### config.mk
export PLATFORM = sky130hd
export DESIGN_NAME = prog_ctr_rstack
export DESIGN_NICKNAME = d
export VERILOG_FILES = /design/src/rtl/prog_ctr_rstack.sv
export SDC_FILE = /design/constraint.sdc
export NUM_CORES = 1
export LEC_CHECK = 0
export ABC_AREA = 1
export CORE_ASPECT_RATIO = 1.75
export CORE_MARGIN = 3
export CORE_UTILIZATION = 55
export CTS_CLUSTER_DIAMETER = 100
export CTS_CLUSTER_SIZE = 12
export DETAILED_ROUTE_END_ITERATION = 12
export GPL_TIMING_DRIVEN = 1
export MAX_ROUTING_LAYER = met4
export PLACE_DENSITY = 0.77
export SLEW_MARGIN = 5
export SYNTH_ARGS = -nofsm -noshare
export SYNTH_HDL_FRONTEND = slang
export SYNTH_SLANG_ARGS = --single-unit
### constraint.sdc
create_clock -name Clk -period 2.7 [get_ports Clk]
set_clock_uncertainty 0.2 [all_clocks]
set_input_delay 0.54 -clock Clk [delete_from_list [all_inputs] [get_ports Clk]]
set_output_delay 0.54 -clock Clk [all_outputs]
set_load 0.02 [all_outputs]
### src/rtl/prog_ctr_rstack.sv
// prog_ctr_rstack
//   Fetch-stage program counter with a hardware return-address stack (RAS).
//   It supports relative/absolute branches, call/return, stall, and sticky
//   stack-error flags.
//
// Ports
//   Clk        clock, all state updates on posedge
//   Reset      synchronous active-high reset, overrides everything
//   En         program running; 0 holds all state
//   Stall      pipeline stall; 1 holds all state regardless of En
//   BranchEn   jump to Target
//   Call       push ProgCtr+1, jump to Target
//   Ret        pop RAS top into ProgCtr
//   Source     offset select: 0 = LUTin, 1 = RegIn (zero-extended)
//   Absolute   0 = Target is ProgCtr+offset, 1 = Target is offset
//   RegIn      register-sourced offset/address
//   LUTin      LUT-sourced offset/address
//   ProgCtr    program counter (instruction-ROM address)
//   SP         RAS occupancy, 0..DEPTH
//   Empty      SP == 0
//   Full       SP == DEPTH
//   Overflow   sticky: a Call was attempted while Full
//   Underflow  sticky: a Ret was attempted while Empty
module prog_ctr_rstack #(
  parameter  int unsigned PC_W  = 10,
  parameter  int unsigned REG_W = 8,
  parameter  int unsigned DEPTH = 4,
  localparam int unsigned SP_W  = $clog2(DEPTH + 1)
) (
  input  logic             Clk,
  input  logic             Reset,
  input  logic             En,
  input  logic             Stall,
  input  logic             BranchEn,
  input  logic             Call,
  input  logic             Ret,
  input  logic             Source,
  input  logic             Absolute,
  input  logic [REG_W-1:0] RegIn,
  input  logic [PC_W-1:0]  LUTin,
  output logic [PC_W-1:0]  ProgCtr,
  output logic [SP_W-1:0]  SP,
  output logic             Empty,
  output logic             Full,
  output logic             Overflow,
  output logic             Underflow
);

  // Index width for the RAS array; a single-entry stack still needs one bit.
  localparam int unsigned IDX_W = (DEPTH > 1) ? $clog2(DEPTH) : 1;
  localparam logic [SP_W-1:0] SP_MAX = SP_W'(DEPTH);

  logic [PC_W-1:0]  ras [DEPTH];

  logic             advance;
  logic [PC_W-1:0]  offset;
  logic [PC_W-1:0]  target;
  logic [PC_W-1:0]  pc_inc;
  logic [SP_W-1:0]  sp_dec;
  logic [IDX_W-1:0] top_idx;
  logic [IDX_W-1:0] push_idx;
  logic             do_push;

  assign advance  = En & ~Stall;
  assign offset   = Source ? PC_W'(RegIn) : LUTin;
  assign target   = Absolute ? offset : (ProgCtr + offset);
  assign pc_inc   = ProgCtr + PC_W'(1);
  assign sp_dec   = SP - SP_W'(1);
  assign top_idx  = IDX_W'(sp_dec);
  assign push_idx = IDX_W'(SP);

  assign Empty = (SP == '0);
  assign Full  = (SP == SP_MAX);

  // Ret outranks Call, so a push only happens for a lone Call with room left.
  assign do_push = advance & ~Reset & Call & ~Ret & ~Full;

  always_ff @(posedge Clk) begin
    if (Reset) begin
      ProgCtr   <= '0;
      SP        <= '0;
      Overflow  <= 1'b0;
      Underflow <= 1'b0;
    end else if (advance) begin
      if (Ret) begin
        if (!Empty) begin
          ProgCtr <= ras[top_idx];
          SP      <= sp_dec;
        end else begin
          ProgCtr   <= pc_inc;
          Underflow <= 1'b1;
        end
      end else if (Call) begin
        ProgCtr <= target;
        if (!Full) begin
          SP <= SP + SP_W'(1);
        end else begin
          Overflow <= 1'b1;
        end
      end else if (BranchEn) begin
        ProgCtr <= target;
      end else begin
        ProgCtr <= pc_inc;
      end
    end
  end

  // Stack storage is not reset: entries above SP are never read.
  always_ff @(posedge Clk) begin
    if (do_push) begin
      ras[push_idx] <= pc_inc;
    end
  end

endmodule

==> impl_metrics.py, run 1 <==
metrics = {
    "clock_tree": {
        "cts-buffers-inserted": 5,
        "insertion_delay_ns": 0.31,
        "cts_tree": "yes",
        "postCtsHoldBufs": 0,
        "clk_path_buf_depth": 2,
        "post_cts_buffers": 0,
        "htree_levels": 2,
        "root_buffer": "clkbuf_8",
        "clk_pin_slew_ns": 0.09,
        "cts_sinks": 55,
    },
    "synth": {
        "yosysTopAreaCell": "edfxtp_1",
        "ys_seq_elements": 55,
        "netlist_area_um2": 3324,
        "ys_warn_count": 0,
        "syn-num-nets": 458,
        "synth_top_area_share_pct": 36.13,
        "ys_top_cells_by_area": "edfxtp_1, nand2_1, dfxtp_1",
        "seq_area_frac_synth_pct": 45.16,
        "synth.distinct_cells": 34,
        "syn_inst": 414,
        "syn_area_per_cell_um2": 8.030,
    },
    "timing": {
        "finalSetupViolCount": 0,
        "post-route-period-util_pct": 95.69,
        "worst_slew_pin_slew_ns": 0.5395,
        "fin_crit_ns": 2.584,
        "rsz0062_at_grt": "no",
        "fmax_mhz": 387.0,
        "hold_viol": 0,
        "drv_slew": 0,
        "slew_headroom_pct": 63.91,
    },
    "placement": {
        "dp_hpwl_mm": 6.321,
        "gp_congestion": 0.8646,
        "io_buffers": 43,
    },
    "power": {
        "p_per_area_nw_per_um2": 448.9,
        "p_sw_share_pct": 29.36,
        "pwr-share-clk_pct": 24.5,
        "finalPower_uw": 1854,
        "internal_power_uw": 1309,
        "pwr-share-seq_pct": 51.3,
        "vdd_drop_max_mv": 0.2188,
        "combPwrFrac_pct": 24.2,
        "p_switching_uw": 544.3,
        "p_leak_uw": 0.001740,
    },
    "cells_and_area": {
        "nFillCells": 493,
        "drive_gt1_share_pct": 12.81,
        "multi_input_area_um2": 1592,
        "seq_area_um2": 1501,
        "antenna_cells": 0,
        "fin_nets": 527,
        "postLayoutCoreUtil_pct": 72.18,
        "synthToLayoutAreaGrowth_pct": 24.20,
    },
    "route": {
        "firstDrtPassIters": 4,
        "drcViolationCount": 0,
        "wirelength_mm": 8.255,
        "vias": 3010,
        "avgRoutedWirePerCell_um": 14.74,
        "vias_per_cell": 5.375,
        "drt_iter0_drc": 150,
        "antenna_left": 0,
    },
    "job": {
        "max-cap-violations": 0,
    },
    "critical_path": {
        "critical_path_class": "flop to primary output",
        "required_ns": 1.96,
        "regToRegSetupSlack_ns": 0.48,
        "crit_path_max_fanout": 5,
        "critical_path.endpoint_type": "primary output",
        "arrival_ns": 1.84,
        "cp-start-kind": "flop",
    },
    "die": {
        "start_util_pct": 58.11,
        "die-area_um2": 7050,
        "die_y_um": 108.9,
        "row_count": 36,
        "io_pins": 44,
        "core_area_um2": 5720,
        "die_w_um": 64.77,
    },
    "grt": {
        "grt_pass1_vias": 3052,
        "antenna_found_initial": 0,
        "grt_pass1_wl_mm": 13.92,
        "grt_max_degree": 26,
        "grt.total_usage_pct": 26.40,
        "grt.overflow.total": 0,
    },
    "status": {
        "status": "completed",
    },
    "hold_path": {
        "hold_class": "flop to flop",
    },
}
[power groups by stage]
stage	registers (µW)	clock network, µW	logic, µW
after global placement	969	0	435
after floorplan	980	0	247
after global routing	954	493	501
final	951	454	449
after CTS	951	463	446
after detailed placement	970	0	444
[synthesized netlist by cell type]
cell / count
a21oi_1: 32
a21oi_2: 2
a31o_1: 1
and2_1: 1
buf_2: 9
buf_6: 1
clkbuf_1: 3
clkinv_1: 1
dfxtp_1: 15
edfxtp_1: 40
fa_1: 1
ha_1: 16
inv_1: 42
inv_2: 4
nand2_1: 109
nand2_2: 2
nand3_1: 30
nand3_2: 2
nand3b_1: 1
nand4_1: 5
nor2_1: 34
nor2_2: 2
nor2_4: 1
nor2_8: 1
nor3_2: 2
o211ai_1: 4
o21a_1: 1
o21ai_0: 29
o21ai_1: 9
o21bai_1: 1
o221ai_1: 2
o22ai_1: 5
xor2_1: 5
xor2_2: 1
[cells in the final DEF, fill, tap and decap left out, types with 2 or more instances in the layout]
| cell type | n |
|---|---|
| nand4_1 | 5 |
| inv_1 | 42 |
| inv_2 | 4 |
| nor2_2 | 2 |
| o22ai_1 | 5 |
| o21ai_1 | 9 |
| a21oi_2 | 2 |
| o21ai_0 | 29 |
| nand3_1 | 30 |
| edfxtp_1 | 40 |
| clkdlybuf4s50_1 | 41 |
| ha_1 | 15 |
| o221ai_1 | 2 |
| a21oi_1 | 32 |
| xor2_1 | 5 |
| nand2_1 | 107 |
| nor2_1 | 34 |
| dfxtp_1 | 15 |
| nand3_2 | 2 |
| buf_4 | 32 |
| nor3_2 | 2 |
| nand2_2 | 4 |
| o211ai_1 | 4 |
| clkbuf_8 | 5 |
[per-layer routing]
metal	up-vias	global-route usage, %	share of wire [%]
li1	1528	-	-
met1	1396	26.94	38
met2	65	48.13	56
met3	21	2.784	2.5
met4	0	14.98	3.1
met5	-	-	0
[sequential cells by signal, indices dropped and copies added (netlist names)]
register,flops
ras,40
ProgCtr,10
SP,3
Overflow,1
Underflow,1
[layout make-up]
cell class              count  share of cell area, %
clock buffers               5                  1.667
clock inverters             3                 0.5758
inverters                  47                  4.273
multi-input cells         299                  38.55
flip-flops and latches     55                  36.36
well taps                  76                  2.303
repair buffers             75                  16.27
[worst max-delay path, stage by stage (launching register included)]
cell,delay [ns]
dfxtp_1,0.43
inv_1,0.09
ha_1,0.24
ha_1,0.23
clkdlybuf4s50_1,0.55
[cells by family after synthesis]
kind of cell    count (synthesis)  synth area share (%)
flops                          55                 45.16
compound gates                 86                 14.15
buf+inv                        60                 7.339
simple gates                  190                 24.92
xor+xnor                        6                 1.807
fa+ha+maj                      17                 6.624
[metrics by stage]
step,setup WS [ns],TNS (ns),cells,cell area (µm²),hold slack [ns]
3_3_place_gp,-0.2528,-1.232,552,4023,0.2447
2_1_floorplan,0.07893,0,414,3324,0.3203
6_report,0.1163,0,560,4129,0.2694
5_1_grt,0.01075,0,560,4129,0.3174
3_5_place_dp,-0.3286,-1.710,552,4023,0.2597
4_1_cts,0.01568,0,560,4116,0.2739
[timing repair]
action	in CTS	in global routing
setup endpoints to repair	2	3
gates resized for setup	2	5
pin swaps	0	0
[worst paths after layout]
kind                    startpoint                    end  depth (start not counted)
max reg2reg     SP[1]$_SDFFE_PP0P_    ras[0][0]$_DFFE_PP_                          7
min          Overflow$_SDFFE_PP0P_  Overflow$_SDFFE_PP0P_                          2
max             SP[1]$_SDFFE_PP0P_                   Full                          4
min reg2reg  Overflow$_SDFFE_PP0P_  Overflow$_SDFFE_PP0P_                          2
Note: power is estimated with default switching activity, not from simulation.
==> run 2, diff against run 1 <==
Settings changed: ABC_AREA 1 to unset.
==> impl_metrics.py, run 2 <==
metrics = {
    "status": {
        "status": "completed",
    },
    "synth": {
        "ys.flop_type": "edfxtp_1",
        "synth.most_common_cell": "edfxtp_1",
        "syn_area_per_cell_um2": 11.13,
        "netlist_area_um2": 3284,
        "synth.distinct_cells": 52,
        "synth_top_area_share_pct": 36.57,
        "yosysTopAreaCell": "edfxtp_1",
        "seq_area_frac_synth_pct": 45.71,
        "ys_seq_elements": 55,
        "syn_inst": 295,
        "ys_top_cells_by_area": "edfxtp_1, dfxtp_1, mux4_1",
        "synthTopCellsByCount": "edfxtp_1, nor2_1, ha_1",
        "ys_warn_count": 0,
        "synth_edf_count": 40,
        "ys_async_sr_fraction_pct": 0,
        "syn-num-nets": 339,
    },
    "power": {
        "p_leak_uw": 0.001642,
        "vdd_drop_max_mv": 0.2722,
        "p_sw_share_pct": 27.77,
        "pwr-share-clk_pct": 24.1,
        "finalPower_uw": 1865,
        "p_per_area_nw_per_um2": 436.2,
        "p_switching_uw": 517.9,
        "combPwrFrac_pct": 25.2,
        "internal_power_uw": 1347,
        "pwr-share-seq_pct": 50.7,
    },
    "die": {
        "die_y_um": 108.2,
        "io_pins": 44,
        "die_w_um": 64.42,
        "row_count": 36,
        "start_util_pct": 57.87,
        "core_area_um2": 5675,
        "die-area_um2": 6971,
    },
    "clock_tree": {
        "root_buffer": "clkbuf_8",
        "clk_path_buf_depth": 2,
        "insertion_delay_ns": 0.30,
        "clk_pin_slew_ns": 0.09,
        "postCtsHoldBufs": 0,
        "cts_sinks": 55,
        "cts-buffers-inserted": 5,
        "htree_levels": 2,
        "cts_tree": "yes",
    },
    "cells_and_area": {
        "synthToLayoutAreaGrowth_pct": 30.21,
        "fin_nets": 410,
        "largest_reg_flops": 40,
        "nFillCells": 405,
        "drive_gt1_share_pct": 20.98,
        "final_cell_area_um2": 4277,
        "antenna_cells": 0,
        "top_register": "ras",
        "final_cells": 443,
        "final_common_cell": "edfxtp_1",
        "reg_top3": "ras x40, ProgCtr x10, SP x3",
        "final_cell_mix": "edfxtp_1, nor2_1, clkdlybuf4s50_1, buf_4, dfxtp_1",
    },
    "timing": {
        "worst_slew_pin_slew_ns": 0.5363,
        "post-route-period-util_pct": 98.28,
        "drv_slew": 0,
        "worst_slack_ns": 0.04653,
        "hold_viol": 0,
        "fin_crit_ns": 2.653,
        "slew_headroom_pct": 63.99,
        "fmax_mhz": 376.9,
        "finalSetupViolCount": 0,
        "whs_ns": 0.2895,
    },
    "route": {
        "vias": 2625,
        "vias_per_cell": 5.926,
        "drcViolationCount": 0,
        "avgRoutedWirePerCell_um": 18.10,
        "drt_iter0_drc": 122,
        "wirelength_mm": 8.020,
        "firstDrtPassIters": 4,
        "antenna_left": 0,
    },
    "placement": {
        "gp_congestion": 0.8995,
        "placed_area_um2": 4086,
        "io_buffers": 43,
        "dp_hpwl_mm": 6.091,
        "place_inst": 434,
        "pre_cts_slack_ns": -0.8280,
    },
    "critical_path": {
        "regToRegSetupSlack_ns": 0.25,
        "critical_path_class": "input port to flop",
        "arrival_ns": 2.64,
        "cp-start-kind": "input port",
        "rr_worst_depth": 8,
        "crit_path_max_fanout": 5,
        "required_ns": 2.69,
        "critical_path.endpoint_type": "flop",
        "worstSetupStartpoint": "LUTin[3]",
        "cp-endpoint": "ProgCtr[5]$_SDFFE_PP0P_",
        "rr_endpoint": "ras[2][8]$_DFFE_PP_",
        "regToRegStartpoint": "SP[1]$_SDFFE_PP0P_",
    },
    "grt": {
        "grt.overflow.total": 0,
        "grt_pass1_wl_mm": 12.70,
        "antenna_found_initial": 0,
        "grt.total_usage_pct": 24.70,
        "grt_pass1_vias": 2622,
        "grt_max_degree": 21,
    },
    "hold_path": {
        "hold_class": "flop to flop",
    },
    "job": {
        "max-cap-violations": 0,
    },
}
## run 2: cells by family after synthesis
logic type / count (synthesis) / synth area share (%)
buffers and inverters: 27 / 3.543
AOI/OAI and AO/OA: 71 / 15.09
and+or+nand+nor: 85 / 11.96
adders and majority gates: 17 / 6.705
DFF: 55 / 45.71
muxes: 29 / 14.06
xor gates and xnor gates: 11 / 2.933
## run 2: worst min path at each step
stage                                 startpoint                      to  slack [ns]  cells past startpoint
final                      Overflow$_SDFFE_PP0P_   Overflow$_SDFFE_PP0P_        0.29                      2
after detailed placement   Overflow$_SDFFE_PP0P_   Overflow$_SDFFE_PP0P_        0.26                      2
after floorplan               SP[2]$_SDFFE_PP0P_      SP[2]$_SDFFE_PP0P_        0.38                      2
after global routing      Underflow$_SDFFE_PP0P_  Underflow$_SDFFE_PP0P_        0.33                      2
after global placement    Underflow$_SDFFE_PP0P_  Underflow$_SDFFE_PP0P_        0.26                      2
after CTS                  Overflow$_SDFFE_PP0P_   Overflow$_SDFFE_PP0P_        0.29                      2
## run 2: worst max-delay path, stage by stage
cell	delay, ns
clkdlybuf4s50_1	0.40
mux2_2	0.30
ha_4	0.30
nand3_1	0.08
o211ai_1	0.18
buf_4	0.16
buf_4	0.10
o21a_1	0.12
o31ai_2	0.07
a311oi_1	0.30
nor3_1	0.07
## run 2: cell type report
| type | instances | area [µm²] | share of cell area [%] |
|---|---|---|---|
| clock buffer | 5 | 68.82 | 1.609 |
| timing repair buffer | 80 | 767.0 | 17.93 |
| clock inverter | 3 | 22.52 | 0.5266 |
| multi-input combinational | 213 | 1780 | 41.63 |
| inverter | 11 | 41.29 | 0.9655 |
| tap | 76 | 95.09 | 2.224 |
| sequential | 55 | 1501 | 35.11 |
## run 2: through the flow
stage                     TNS [ns]  util (%)
after floorplan            -0.1591         -
after global placement      -5.407     72.00
after detailed placement    -5.953     72.00
after CTS                 -0.04386     74.36
after global routing      -0.01844     75.35
final                            0     75.35
## run 2: timing repair
item | in CTS | in global routing
pin swaps | 7 | 11
endpoints found under the setup margin | 9 | 4
buffers inserted | 1 | 0
gates resized for setup | 22 | 12
## run 2: metal layers
layer	share of wire (%)	up-vias	GRT usage, %
li1	-	1269	-
met1	37	1273	26.74
met2	57	70	45.71
met3	3.6	13	2.391
met4	2.7	0	9.682
met5	0	-	-
## run 2: power by group through the flow
stage,sequential [µW],clock (µW),combinational [µW]
floorplan,972,0,255
global placement,962,0,426
detailed placement,962,0,437
CTS,944,460,452
global route,948,488,508
finish,946,450,469
==> run 3, diff against run 2 <==
Settings changed: REMOVE_ABC_BUFFERS set to 1.
==> impl_metrics.py, run 3 (synthesized netlist as in run 2, its figures left out) <==
metrics = {
    "status": {
        "status": "complete, but fails checks",
        "violations": "setup timing",
    },
    "timing": {
        "whs_ns": 0.2864,
        "fin_crit_ns": 2.743,
        "fmax_mhz": 364.6,
        "worst_slack_ns": -0.04281,
        "finalSetupTns_ns": -0.04281,
        "hold_viol": 0,
        "post-route-period-util_pct": 101.6,
        "drv_slew": 0,
        "worst_slew_pin_slew_ns": 0.5543,
        "rsz0062_at_grt": "yes",
        "finalSetupViolCount": 1,
        "slew_headroom_pct": 63.04,
    },
    "hold_path": {
        "hold_class": "flop to flop",
        "whs_path_depth": 2,
        "hold_start": "Underflow$_SDFFE_PP0P_",
        "whs_endpoint": "Underflow$_SDFFE_PP0P_",
    },
    "power": {
        "p_leak_uw": 0.001650,
        "p_per_area_nw_per_um2": 447.2,
        "vdd_drop_max_mv": 0.2321,
    },
    "route": {
        "wl_met3_um": 237,
        "m1WireLength_mm": 3.090,
        "firstDrtPassIters": 5,
        "vias_per_cell": 6.036,
        "wl_met2_mm": 4.595,
        "drcViolationCount": 0,
        "vias": 2698,
        "wirelength_mm": 8.260,
        "avgRoutedWirePerCell_um": 18.48,
        "top_layer_used": "met4",
        "antenna_left": 0,
        "drt_iter0_drc": 109,
    },
    "clock_tree": {
        "root_buffer": "clkbuf_8",
        "postCtsHoldBufs": 0,
        "htree_levels": 2,
        "clk_path_buf_depth": 2,
        "clk_pin_slew_ns": 0.10,
        "cts_sinks": 55,
        "insertion_delay_ns": 0.32,
        "cts_tree": "yes",
        "cts-buffers-inserted": 5,
    },
    "cells_and_area": {
        "final_cells": 447,
        "postLayoutCoreUtil_pct": 76.15,
        "largest_reg_flops": 40,
        "top_register": "ras",
        "synthToLayoutAreaGrowth_pct": 31.58,
        "antenna_cells": 0,
        "nFillCells": 402,
        "fin_nets": 414,
        "final_common_cell": "edfxtp_1",
        "final_cell_mix": "edfxtp_1, clkdlybuf4s50_1, nor2_1, buf_4, dfxtp_1",
        "drive_gt1_share_pct": 22.10,
        "reg_top3": "ras x40, ProgCtr x10, SP x3",
    },
    "grt": {
        "grt_pass1_vias": 2663,
        "grt_max_degree": 21,
        "grt.total_usage_pct": 25.33,
        "antenna_found_initial": 0,
        "grt.overflow.total": 0,
        "grt_pass1_wl_mm": 13.06,
    },
    "critical_path": {
        "rr_endpoint": "ras[1][7]$_DFFE_PP_",
        "regToRegSetupSlack_ns": 0.21,
        "cp-start-kind": "input port",
        "rr_worst_depth": 8,
        "required_ns": 2.71,
        "critical_path.endpoint_type": "flop",
        "regToRegStartpoint": "SP[1]$_SDFFE_PP0P_",
        "critical_path_class": "input port to flop",
        "arrival_ns": 2.75,
        "crit_path_max_fanout": 3,
    },
    "placement": {
        "place_inst": 436,
        "dp_hpwl_mm": 6.070,
        "io_buffers": 43,
        "gp_congestion": 0.8361,
        "pre_cts_slack_ns": -0.9810,
    },
    "die": {
        "die_w_um": 64.42,
        "start_util_pct": 57.87,
        "die_y_um": 108.2,
        "core_area_um2": 5675,
        "io_pins": 44,
        "die-area_um2": 6971,
        "row_count": 36,
    },
    "job": {
        "max-cap-violations": 0,
    },
}
[run 3: worst max path at each step]
stage | start | endpoint | slack [ns] | cells after the start
after floorplan | Source | ProgCtr[8]$_SDFFE_PP0P_ | -0.29 | 9
after global placement | Source | ProgCtr[8]$_SDFFE_PP0P_ | -0.90 | 10
after detailed placement | Source | ProgCtr[8]$_SDFFE_PP0P_ | -0.98 | 10
after CTS | LUTin[0] | ProgCtr[8]$_SDFFE_PP0P_ | 0.007 | 10
after global routing | Source | ProgCtr[8]$_SDFFE_PP0P_ | -0.08 | 10
final | Source | ProgCtr[8]$_SDFFE_PP0P_ | -0.04 | 10
[run 3: stage by stage]
stage | power [µW] | area (µm²)
6_report | 1932 | 4322
3_5_place_dp | 1393 | 4070
2_1_floorplan | 1199 | 3209
3_3_place_gp | 1383 | 4070
5_1_grt | 2015 | 4322
4_1_cts | 1908 | 4239
[run 3: repair_timing]
action                     4_1_cts  5_1_grt
buffers inserted                 2        1
resized for setup               21       17
setup endpoints to repair        9        6
pin swaps                       10        5
[run 3: layout make-up]
type                    count  area, µm²  area share [%]
clock buffers               6      93.84           2.171
clock inverters             2      16.27          0.3764
inverters                  11      41.29          0.9554
multi-input cells         213       1797           41.57
flip-flops and latches     55       1501           34.74
well taps                  76      95.09           2.200
repair buffers             84      777.0           17.98
[run 3: where the power goes]
group	total, µW	switching, µW	internal [µW]
registers	942	20.7	921
clock network	513	271	242
logic	477	239	238
total	1930	530	1400
[run 3: routing by layer]
layer	GRT usage, %	vias up
li1	-	1277
met1	27.15	1313
met2	44.45	85
met3	3.222	23
met4	14.37	0
met5	-	-
[run 3: critical path: stages]
cell and delay [ns]:
buf_4 0.14, mux2_4 0.32, ha_4 0.17, fa_2 0.37, a211oi_2 0.26, nor2_2 0.10, o41a_1 0.35, mux2i_1 0.15
a221oi_2 0.25, o32ai_2 0.11
==> edit 1 (flow settings as in run 3) <==
Change the parameter `DEPTH` from 4 to 2.
--- a/src/rtl/prog_ctr_rstack.sv
+++ b/src/rtl/prog_ctr_rstack.sv
@@ -24,7 +24,7 @@
 module prog_ctr_rstack #(
   parameter  int unsigned PC_W  = 10,
   parameter  int unsigned REG_W = 8,
-  parameter  int unsigned DEPTH = 4,
+  parameter  int unsigned DEPTH = 2,
   localparam int unsigned SP_W  = $clog2(DEPTH + 1)
 ) (
   input  logic             Clk,
Ports: changed (resized SP); port bits go from 44 to 43. No check against the original RTL was run, so the function may have changed too.
==> edit 1 against run 3 <==
Sequential cell count decreased by 21. Sequential power down 38%. Clock power down 31%. Global-route usage up 2.3 points. Power is 26% lower. Via count decreased by 8.0%. Final area decreased by 20%. Hold slack worse by 0.00084 ns. Synthesized area fell by 25%. Setup slack better by 0.11 ns. Wire length decreased by 13%.
==> edit 1: results (changes against run 3) <==
- Max transition margin: 74.2% (was 63.0%)
* Area contributors post-synth: sky130_fd_sc_hd__edfxtp_1, sky130_fd_sc_hd__dfxtp_1, sky130_fd_sc_hd__ha_1, sky130_fd_sc_hd__mux2i_1, sky130_fd_sc_hd__mux2_2 (was sky130_fd_sc_hd__edfxtp_1, sky130_fd_sc_hd__dfxtp_1, sky130_fd_sc_hd__mux4_1, sky130_fd_sc_hd__ha_1, sky130_fd_sc_hd__nor2_1)
* Total placed instance area: 0.00323 mm² (was 0.00407 mm²)
* Multiplexer share of the synthesized area: 9.39% (was 14.1%)
* Met1 wire length: 2780 µm (was 3090 µm)
* Number of nets in the final layout: 387 (was 414)
- Portion of total power attributed to sequential cells: 41.3% (was 48.8%)
- Hold_ws: 0.286 ns (about the same)
- The logic gate share of total power came to 33.7% (was 24.7%).
* Fraction of power spent switching nets: 31.1% (was 27.4%)
- Run status: finished clean (was finished with violations)
- Unique cell type count in the Yosys netlist: 49 (was 52)
* Synthesized-area fraction occupied by ao, oa, aoi and oai cells: 21.5% (was 15.1%)
- Detailed-route via count: 2481 (was 2698)
* Number of setup buffers added after CTS: 0 (was 2)
- Cell Count, Final, Fillers Out: 397 (was 447)
* Global routing met1 resource utilization: 29.8% (was 27.2%)
* Total met3 wirelength after detailed routing: 311 µm (was 237 µm)
- The critical-path maximum fanout came to 6 (was 3).
* Clock latency reported for the late side of the worst-skew pair: 0.29 ns (was 0.32 ns)
- The minimum setup slack after placement came to -0.760 ns (was -0.981 ns).
- Post-synthesis adder-cell area fraction: 6.87% (was 6.70%)
* Global routing met3 resource utilization: 2.74% (was 3.22%)
- The HPWL after detailed placement was 5300 µm (was 6070 µm).
- The met2 usage was 49.7% (was 44.5%).
- The reg2reg setup slack came to 0.45 ns (was 0.21 ns).
- Fraction of layout instances using a drive strength above 1: 25.6% (was 22.1%)
* Total of buffers placed on input and output ports: 42 (was 43)
- Global placer's final weighted congestion: 0.826 (was 0.836)
- The parity-gate share of the synthesized area counting xor and xnor cells is 3.53% (was 2.93%).
- Share of synthesized area occupied by flip-flops and latches: 35.5% (was 45.7%)
- The global-route wire length before repair came to 11300 µm (was 13100 µm).
* Number of flops mapped to enable cells by yosys: 20 (was 40)
- Leakage component of the power: 1.33 nW (was 1.65 nW)
- Largest regs: ras x20, ProgCtr x10, SP x2 (was ras x40, ProgCtr x10, SP x3).
- The routed wire length came to 7200 µm (was 8260 µm).
- Crit-path slowest cell: sky130_fd_sc_hd__mux2_2 (was sky130_fd_sc_hd__fa_2)
- Clock-pin slew reported for the worst setup and hold paths after clock tree synthesis: 0.06 ns (was 0.10 ns)
- The total inserted antenna cells came to 0 (unchanged).
- The combined global-route utilization of all metal layers is 27.6% (was 25.3%).
edit 1: layout make-up:
| type | count | area (µm²) | share of cell area (%) |
|---|---|---|---|
| flip-flops and latches | 34 | 881 | 25.5 |
| clock buffers | 6 | 72.6 | 2.10 |
| well taps | 49 | 61.3 | 1.77 |
| clock inverters | 2 | 8.76 | 0.253 |
| repair buffers | 87 | 768 | 22.2 |
| inverters | 13 | 48.8 | 1.41 |
| multi-input cells | 206 | 1620 | 46.8 |
edit 1: final timing paths:
| path | start | end | cells past startpoint |
|---|---|---|---|
| max | Source | ProgCtr[6] | 10 |
| min | Overflow | Overflow | 2 |
| max reg2reg | ProgCtr[1] | ProgCtr[8] | 6 |
| min reg2reg | Overflow | Overflow | 2 |
edit 1: timing repair:
item / in CTS / in global routing
hold buffers: 0 / 0
pin swaps: 8 / 10
setup endpoints to repair: 8 / 8
resized for setup: 11 / 20
==> edit 2 (settings of run 3) <==
Made on the original files. Register the output `Underflow` once more, without a reset; this adds one clock of latency there. The other outputs are not delayed to match.
--- a/src/rtl/prog_ctr_rstack.sv
+++ b/src/rtl/prog_ctr_rstack.sv
@@ -50,6 +50,8 @@
   localparam int unsigned IDX_W = (DEPTH > 1) ? $clog2(DEPTH) : 1;
   localparam logic [SP_W-1:0] SP_MAX = SP_W'(DEPTH);
 
+  logic Underflow_s0;
+
   logic [PC_W-1:0]  ras [DEPTH];
 
   logic             advance;
@@ -80,7 +82,7 @@
       ProgCtr   <= '0;
       SP        <= '0;
       Overflow  <= 1'b0;
-      Underflow <= 1'b0;
+      Underflow_s0 <= 1'b0;
     end else if (advance) begin
       if (Ret) begin
         if (!Empty) begin
@@ -88,7 +90,7 @@
           SP      <= sp_dec;
         end else begin
           ProgCtr   <= pc_inc;
-          Underflow <= 1'b1;
+          Underflow_s0 <= 1'b1;
         end
       end else if (Call) begin
         ProgCtr <= target;
@@ -112,5 +114,9 @@
     end
   end
 
+  always_ff @(posedge Clk) begin
+    Underflow <= Underflow_s0;
+  end
+
 endmodule
 
Check against the original RTL: not equivalent (a bounded check fails within 4 cycles, from zero or initial values and one cycle with Reset high).
==> edit 2 against run 3 <==
Power grew 3.5%. Core utilization is 1.2 points higher. Critical endpoint unchanged. Largest cell class unchanged. Largest power group unchanged. Synthesized area increased by 0.61%. Synthesized cell count is 0.34% higher. Wire length increased by 2.9%. Sequential cell count grew 1. Final area is 1.6% higher. Setup slack better by 0.067 ns.
==> edit 2: results (changes against run 3) <==
- Pin slew with the least headroom to its limit: 0.579 ns (was 0.554 ns)
* Global-route wire length before repair: 13800 µm (was 13100 µm)
* Global placer's final weighted congestion: 0.935 (was 0.836)
* CTS sink count: 56 (was 55)
* CP Data Arrival Time: 2.67 ns (was 2.75 ns)
- Share of synthesized area occupied by flip-flops and latches: 46.0% (was 45.7%)
- The share of the synthesized area in compound gates (AO/OA/AOI/OAI) is 15.0% (was 15.1%).
- The post-synthesis area per instance is 11.2 µm² (was 11.1 µm²).
- The critical-path maximum fanout is 2 (was 3).
- The H-tree depth was 2 (unchanged).
- Total placed instance area: 0.00411 mm² (was 0.00407 mm²)
* Number of cells in the design after placement: 440 (was 436)
- XOR/XNOR share of the synthesized area: 2.92% (was 2.93%)
- Post-synthesis adder-cell area fraction: 6.66% (was 6.70%)
* Detailed-route via count: 2771 (was 2698)
- Number of iterations in the first detailed-routing pass: 4 (was 5)
* Total met3 wirelength after detailed routing: 341 µm (was 237 µm)
- Cell type group with the largest total delay on the critical path: compound AO/OA/AOI/OAI gates (unchanged)
* Met1 wire length: 3000 µm (was 3090 µm)
- The minimum setup slack after placement was -1.01 ns (was -0.981 ns).
* Power density cells: 455 mW/mm² (was 447 mW/mm²)
* Routed wirelength normalized by instance count: 18.9 µm (was 18.5 µm)
- Non-clock buffers, area share: 18.4% (was 18.0%)
* Clock latency reported for the late side of the worst-skew pair: 0.31 ns
- Most numerous cell types in the synthesized netlist: sky130_fd_sc_hd__edfxtp_1, sky130_fd_sc_hd__nor2_1, sky130_fd_sc_hd__dfxtp_1, sky130_fd_sc_hd__ha_1 (was sky130_fd_sc_hd__edfxtp_1, sky130_fd_sc_hd__nor2_1, sky130_fd_sc_hd__ha_1)
- Fraction of layout instances using a drive strength above 1: 22.5% (was 22.1%)
* Global routing met1 resource utilization: 26.9% (was 27.2%)
* Drt initial violations: 197 (was 109)
* Leakage component of the power: 1.69 nW (was 1.65 nW)
- Seq area share: 34.7% (about the same)
- The peak supply drop came to 0.276 mV (was 0.232 mV).
- The filler cell count is 397 (was 402).
- The met2 usage was 48.9% (was 44.5%).
- Post-cts repair resize count: 27 (was 21)
- Number of nets in the final layout: 417 (was 414)
* Top layer used by detailed routing: met4 (unchanged)
* HPWL reported at the end of detailed placement: 6360 µm (was 6070 µm)
- Multiplexer share of the synthesized area: 14.0% (was 14.1%)
- Multi-input gate share of total cell area: 41.2% (was 41.6%)
* Amount of wire on met2 after detailed routing: 4690 µm (was 4600 µm)
* Run status: finished clean (was finished with violations)
* Global routing met3 resource utilization: 3.12% (was 3.22%)
* Number of global-route vias before repair: 2869 (was 2663)
- The clock buffer count in the final layout was 5 (was 6).
- Area contributors post-synth: sky130_fd_sc_hd__edfxtp_1, sky130_fd_sc_hd__dfxtp_1, sky130_fd_sc_hd__mux4_1, sky130_fd_sc_hd__ha_1, sky130_fd_sc_hd__nor2_1 (unchanged).
- Gr usage total: 26.6% (was 25.3%)
- The count of non-CTS inverters in the layout was 11 (unchanged).
-- edit 2: changes by cell type in the layout (fill, tap and decap cells not counted), sizes merged --
cell and change:
bufinv +1, dfxtp +1, clkbuf -3, clkdlybuf4s15 +2, buf +2, dlymetal6s2s +1, clkdlybuf4s50 -1
-- edit 2: power by group --
| part | total [mW] | switching [mW] | internal [mW] |
|---|---|---|---|
| sequential | 0.955 | 0.0181 | 0.937 |
| combinational | 0.493 | 0.245 | 0.249 |
| clock | 0.551 | 0.271 | 0.280 |
| total | 2.00 | 0.534 | 1.47 |
-- edit 2: worst paths after layout --
check / slack [ns] / startpoint / endpoint / cells past startpoint
worst max register to register: 0.31 / SP[1] / ras[0][6] / 8
worst max-delay path: 0.02 / LUTin[0] / ProgCtr[8] / 10
worst min register to register: 0.16 / Underflow_s0 / Underflow / 0
worst min-delay path: 0.16 / Underflow_s0 / Underflow / 0
